File: config.mk
export PLATFORM = sky130hd
export DESIGN_NAME = instruction_fetch_unit
export DESIGN_NICKNAME = d
export VERILOG_FILES = /design/src/rtl/instruction_fetch_unit.sv
export SDC_FILE = /design/constraint.sdc
export NUM_CORES = 1
export LEC_CHECK = 0
export BUFFER_PORTS_ARGS = -buffer_cell sky130_fd_sc_hd__buf_4
export CAP_MARGIN = 25
export CORE_MARGIN = 10
export CORE_UTILIZATION = 47
export DETAILED_ROUTE_END_ITERATION = 8
export PLACE_DENSITY = 0.61
export SYNTH_ARGS = -nofsm -noshare
export SYNTH_HDL_FRONTEND = slang
export SYNTH_SLANG_ARGS = --single-unit
File: constraint.sdc
create_clock -name clk -period 5.25 [get_ports clk]
set_clock_uncertainty 0.15 [all_clocks]
set_input_delay 1.3125 -clock clk [delete_from_list [all_inputs] [get_ports clk]]
set_output_delay 1.3125 -clock clk [all_outputs]
set_load 0.02 [all_outputs]
File: src/rtl/instruction_fetch_unit.sv
// Instruction fetch unit: issues sequential word fetches, tags them with their PC, and queues
// returned instructions for decode. A redirect flushes the queue and kills in-flight responses.
module instruction_fetch_unit #(
    parameter logic [63:0] RESET_PC = 64'h0,
    parameter int unsigned QDEPTH   = 4
) (
    input  logic        clk,
    input  logic        reset,
    output logic        imem_req_valid,
    input  logic        imem_req_ready,
    output logic [63:0] imem_req_addr,
    input  logic        imem_resp_valid,
    input  logic [31:0] imem_resp_data,
    input  logic        redirect_valid,
    input  logic [63:0] redirect_pc,
    output logic        if_valid,
    input  logic        if_ready,
    output logic [31:0] if_instr,
    output logic [63:0] if_pc
);

    localparam int unsigned PW = $clog2(QDEPTH);
    // Wide enough for the sum of all three counters.
    localparam int unsigned CW = PW + 2;

    typedef enum logic {StBoot, StRun} state_e;

    state_e         r_state;
    state_e         w_state_next;

    logic [63:0]    r_fetch_pc;

    logic [31:0]    r_q_instr [QDEPTH];
    logic [63:0]    r_q_pc    [QDEPTH];
    logic [PW-1:0]  r_q_wptr;
    logic [PW-1:0]  r_q_rptr;
    logic [CW-1:0]  r_q_cnt;

    logic [63:0]    r_t_pc    [QDEPTH];
    logic [PW-1:0]  r_t_wptr;
    logic [PW-1:0]  r_t_rptr;
    logic [CW-1:0]  r_t_cnt;

    logic [CW-1:0]  r_kill_cnt;

    logic [CW-1:0]  w_reserved;
    logic           w_accept;
    logic           w_resp_kill;
    logic           w_resp_live;
    logic           w_push;
    logic           w_pop;
    logic           w_unused_pc_lsb;

    always_ff @(posedge clk or negedge reset) begin
        if (!reset) begin
            r_state <= StBoot;
        end else begin
            r_state <= w_state_next;
        end
    end

    always_comb begin
        w_state_next = r_state;
        case (r_state)
            StBoot:  w_state_next = StRun;
            StRun:   w_state_next = StRun;
            default: w_state_next = StBoot;
        endcase
    end

    // Every slot is claimed at issue time, so the queue can never overflow.
    assign w_reserved     = r_q_cnt + r_t_cnt + r_kill_cnt;
    assign imem_req_valid = (r_state == StRun) && (w_reserved < CW'(QDEPTH)) && !redirect_valid;
    assign imem_req_addr  = r_fetch_pc;

    assign w_accept    = imem_req_valid && imem_req_ready;
    assign w_resp_kill = imem_resp_valid && (r_kill_cnt != '0);
    assign w_resp_live = imem_resp_valid && (r_kill_cnt == '0) && (r_t_cnt != '0);
    assign w_push      = w_resp_live && !redirect_valid;
    assign w_pop       = if_valid && if_ready;

    assign if_valid = (r_q_cnt != '0);
    assign if_instr = r_q_instr[r_q_rptr];
    assign if_pc    = r_q_pc[r_q_rptr];

    assign w_unused_pc_lsb = ^redirect_pc[1:0];

    always_ff @(posedge clk or negedge reset) begin
        if (!reset) begin
            r_fetch_pc <= RESET_PC;
            r_q_wptr   <= '0;
            r_q_rptr   <= '0;
            r_q_cnt    <= '0;
            r_t_wptr   <= '0;
            r_t_rptr   <= '0;
            r_t_cnt    <= '0;
            r_kill_cnt <= '0;
            for (int unsigned i = 0; i < QDEPTH; i++) begin
                r_q_instr[i] <= '0;
                r_q_pc[i]    <= '0;
                r_t_pc[i]    <= '0;
            end
        end else if (redirect_valid) begin
            // A response in this cycle is discarded whether it was live or already killed.
            r_fetch_pc <= {redirect_pc[63:2], 2'b00};
            r_q_wptr   <= '0;
            r_q_rptr   <= '0;
            r_q_cnt    <= '0;
            r_t_wptr   <= '0;
            r_t_rptr   <= '0;
            r_t_cnt    <= '0;
            r_kill_cnt <= r_kill_cnt + r_t_cnt - CW'(w_resp_kill || w_resp_live);
        end else begin
            if (w_accept) begin
                r_fetch_pc       <= r_fetch_pc + 64'd4;
                r_t_pc[r_t_wptr] <= r_fetch_pc;
                r_t_wptr         <= r_t_wptr + PW'(1);
            end
            if (w_resp_live) begin
                r_t_rptr <= r_t_rptr + PW'(1);
            end
            r_t_cnt <= r_t_cnt + CW'(w_accept) - CW'(w_resp_live);

            if (w_push) begin
                r_q_instr[r_q_wptr] <= imem_resp_data;
                r_q_pc[r_q_wptr]    <= r_t_pc[r_t_rptr];
                r_q_wptr            <= r_q_wptr + PW'(1);
            end
            if (w_pop) begin
                r_q_rptr <= r_q_rptr + PW'(1);
            end
            r_q_cnt <= r_q_cnt + CW'(w_push) - CW'(w_pop);

            if (w_resp_kill) begin
                r_kill_cnt <= r_kill_cnt - CW'(1);
            end
        end
    end

endmodule

Word-level counts from Yosys, hierarchy flattened:

Index checks and enable logic that the tools add are counted.
W data, S select, Z words.

* $add $sub $neg: 14
* reduce and logical (&&, ||, !) cells: 23
* bitwise operators: 5
* muxes and demuxes: 32
* magnitude comparators: 7

Operators by type and width (number)
* $bwmux W256: 2
* $mux W64: 8
* $bmux W64 S2: 2
* $demux W64 S2: 2
* $bwmux W128: 1
* $mux W32: 3
* $add A64 B3 Y64 const B: 1
* $bmux W32 S2: 1
* $demux W32 S2: 1
* $mux W2: 8
* $mux W4: 4
* $add A4 B4 Y4: 3
* $ge A3 B3 Y1 const B: 4
* $not A2 Y3: 4
* $reduce_bool A4 Y1: 3
* $sub A4 B1 Y4: 3
* $logic_and A1 B1 Y1: 10
* $reduce_bool A2 Y1: 5
* $add A2 B1 Y2 const B: 4
* $add A4 B1 Y4: 2
* $lt A3 B1 Y1 const B: 2
* $logic_not A4 Y1: 1
* $lt A4 B3 Y1 const B: 1
* $reduce_and A2 Y1: 2
* other kinds (4): 4

* input port bits: 102
* register bits after elaboration: 725
* word-level logic and storage cells: 102

Logic depth before layout (Yosys ltp):

* word-level depth: 9
* mapped depth: 18
* gate-level depth less buffers: 15

Least setup slack after synthesis:

No wires, ideal clock.

* path kind: register -> register
* from: reg r_t_cnt[1]
* to: reg r_t_cnt[2]
* period minus slack after synthesis: 4.252 ns
* stages on the path, launching flop included: 18
* setup time: 0.132 ns
* setup slack: 0.998 ns
* arrival: 3.970 ns
* buffers on the path: 3
* data required time: 4.968 ns
* path through: dfrtp_1 inv_1 fa_1 or2_2 fa_1 nand3b_1 or4_1 buf_6 nand2_8 inv_4 buf_6 buf_2 ha_1 inv_1 ha_1 fa_1 xnor2_1 nor2_1

* word-level cells in the longest chain between the ends: 9
* elaborated cells between the ends (all ways): 11
* classes of those cells: add/sub (4); order compare (1); mux (1); reduce/logical (5)

RTL lines
* start, declared: line 42 `logic [CW-1:0] r_t_cnt;`
* start signal, assigned: line 122 `r_t_cnt <= r_t_cnt + CW'(w_accept) - CW'(w_resp_live);`
* $add A4 B4 Y4 (2 in series): line 72 `assign w_reserved = r_q_cnt + r_t_cnt + r_kill_cnt;`
* $lt A4 B3 Y1: line 73 `assign imem_req_valid = (r_state == StRun) && (w_reserved < CW'(QDEPTH)) && !redirect_valid;`
* $logic_and A1 B1 Y1 (2 in series): line 73
* $logic_and A1 B1 Y1: line 76 `assign w_accept = imem_req_valid && imem_req_ready;`
* $add A4 B1 Y4: line 122
* $sub A4 B1 Y4 (*): line 122
* $mux W4 (*): line 103 `end else if (redirect_valid) begin`

Mark *: on every way between the ends. The rest lies on a longest branch, timed or not.
A chain may end at the register's enable or synchronous reset.

Final worst setup path:

* from: reg r_t_cnt[1]
* to: out imem_req_valid

* word-level cells in the longest chain between the ends: 5

RTL lines
* $add A4 B4 Y4 (2 in series): line 72
* $lt A4 B3 Y1: line 73
* $logic_and A1 B1 Y1 (2 in series): line 73
* end, declared: line 9 `output logic imem_req_valid,`

Every way passes these cells.

==> results.yml <==
outcome:
  outcome: "finished clean"
pwr:
  p_per_area_mw_per_mm2: 424
  power.total_uw: 16100
  leakagePower_uw: 0.0183
  vdd_drop_max_mv: 0.246
worst_setup_path:
  r2r_cells: 14
  critPathBufInv: 2
  start_kind: "flip-flop"
  endpoint_kind: "primary output"
  path_class: "flip-flop to primary output"
  cpMaxStageDelayCell: "fa_1"
  rr_endpoint: "r_t_cnt[2]"
  r2r-start: "r_t_cnt[1]"
  max_stage_delay_ps: 430
  crit_family: "adder cells"
  crit_chain: "inv_1 > fa_1 > or2_2 > fa_1 > xor2_1 > xnor2_1 > and2_1 > buf_4"
  critical_path_arrival_ps: 3260
  crit_top_cell: "fa_1"
  cp_data_required_time_ps: 3790
  r2r_setup_slack_ps: 550
  crit_path_max_fanout: 5
sta:
  worst_slew_pin_slew_ps: 1100
  setup_viol: 0
  period_share: 0.899
  relSlewSlack: 0.259
  hold_violations: 0
  finalCriticalPeriod_ps: 4720
  setup_tns_ps: 0
  slew_violations: 0
  rsz0062_at_grt: "no"
  fmax_mhz: 212
logic_synthesis:
  synth_seq_area_share: 0.543
  ys_ff_latch: 707
  synth-edff-count: 0
  synthArstFlopShare: 1.00
  synth_top_area_cell: "dfrtp_1"
  synth.area.mux_share: 0.325
  synth_fa_ha_area_frac: 0.0144
  synth_cells: 2206
  synth_compound_area_frac: 0.0299
  avgSynthCellArea_um2: 14.8
  synth_xor_area_frac: 0.00959
  synth_top_area_share: 0.543
  synth_area_leaders: "dfrtp_1, mux2_2, mux4_2"
  yosysWarningCount: 0
  synth-simple-area-share: 0.0457
  synth_top_family_by_area: "multiplexers"
  yosys.cell_types.count: 62
  synth-main-ff-cell: "dfrtp_1"
  synth.cell_area_mm2: 0.0326
clock_tree:
  post_cts_buffers: 0
  cts_buffers: 79
  cts_tree: "done"
  cts_root_buf: "clkbuf_16"
  cts_resized: 0
  cts_buffer_depth: 3
  clkSlewWorstSetupHoldPaths_ps: 60
  clk_latency_ps: 620
  h-tree-depth: 3
  cts.sinks: 707
  holdBufCountCts: 0
floorplanning:
  rows: 96
  dieHeight_um: 283
  core_area_mm2: 0.0687
  die_w_um: 283
  initial_utilization: 0.475
  dieArea_mm2: 0.0803
  ioPinCount: 264
grt:
  grt_max_degree: 101
  grt_pass1_vias: 21300
  track_usage: 0.209
  antenna_found_initial: 1
  overflow: 0
  grt_pass1_wl_mm: 132
place:
  numPortBuffers: 257
  place.gp.congestion: 0.807
  hpwl_mm: 55.4
final_layout:
  layout.nets: 2548
  syn2layout_area_growth_pct: 16.3
  diodes: 0
  layout-drive-gt1-share: 0.484
  most-common-layout-cells: "dfrtp_1, mux2_2, buf_4"
  final_common_cell: "dfrtp_1"
hold_path:
  min_path_type: "flip-flop to flip-flop"
  whs_path_depth: 1
  hold_end: "r_t_pc[232]"
  hold_start: "r_t_pc[232]"
routing:
  drt-total-wl_mm: 84.2
  ant_nets: 0
  wire_per_inst_um: 24.7
  drt_iter0_drc: 1196
  drcViolationCount: 0
  vias_per_cell: 5.80
  vias: 19800
  drt_pre_antenna_iters: 5
job:
  maxCapViolCount: 0
==> where the power goes <==
part / internal (µW) / switching (µW) / leakage, µW
combinational: 1940 / 2010 / 0.00740
sequential: 6140 / 629 / 0.00962
clock: 3180 / 2190 / 0.00126
total: 11300 / 4830 / 0.0183
==> logic make-up after synthesis <==
group / count (synthesis)
flops: 707
simple gates: 283
other cells: 2
xor+xnor: 34
fa+ha+maj: 34
buf+inv: 224
mux: 785
compound gates: 137
==> layer usage <==
metal,vias up,track usage,wire length [µm]
li1,8568,-,-
met1,10600,0.281,37000
met2,464,0.341,40900
met3,107,0.0480,4760
met4,2,0.0487,1560
met5,-,0,13
==> sequential cells by signal, indices dropped and copies added, names as in the netlist, 4 cells and up <==
register,cells
r_t_cnt,4
r_q_cnt,4
imem_req_addr,62
r_t_pc,248
r_q_pc,248
r_q_instr,128
r_kill_cnt,4
==> per-stage QoR <==
stage	setup WS, ps	utilization	instance area [µm²]	hold WS [ps]	cells
2_1_floorplan	998	-	32600	309	2209
3_3_place_gp	572	0.515	35400	318	3260
3_5_place_dp	528	0.515	35400	329	3262
4_1_cts	484	0.552	37900	342	3404
5_1_grt	320	0.552	37900	352	3404
6_report	528	0.552	37900	337	3404
==> worst max-delay path by stage <==
stage	slack [ps]	to	cells past startpoint	from
floorplan	1000	r_t_cnt[2]	17	r_t_cnt[1]
global placement	570	r_t_cnt[2]	14	r_t_cnt[1]
detailed placement	530	r_t_cnt[2]	14	r_t_cnt[1]
CTS	480	imem_req_valid	8	r_t_cnt[1]
global route	320	imem_req_valid	8	r_t_cnt[1]
finish	530	imem_req_valid	8	r_t_cnt[1]
==> Yosys cell counts, types with 6 or more instances <==
cell        n
nand2_1    88
ha_1       28
fa_1        6
a221o_1     8
o31ai_1     6
and4_1      7
or4_1      15
dfrtp_1   707
o211ai_1   15
xnor2_1    27
mux2_1     31
mux2_2    595
nand3_1    34
nor3_1     12
inv_1      49
clkbuf_1   81
xor2_1      6
a211oi_1    7
nand4_1    27
buf_2      40
and3_1      8
a22oi_1     6
buf_6      21
buf_1      27
o31a_1      7
o21ai_0    31
or3_1       8
nor2b_1     7
a21oi_1    20
mux4_2    156
nor2_1     35
nor4_1     19
==> cell type report <==
class                           count  area, µm²
Clock buffer                      122       2390
Clock inverter                     20        146
Fill cell                        5587      30800
Inverter                           50        190
Multi-Input combinational cell   1278      13900
Sequential cell                   707      17700
Tap cell                          931       1160
Timing Repair Buffer              296       2420
No activity file was read; power rests on OpenSTA's default activity.
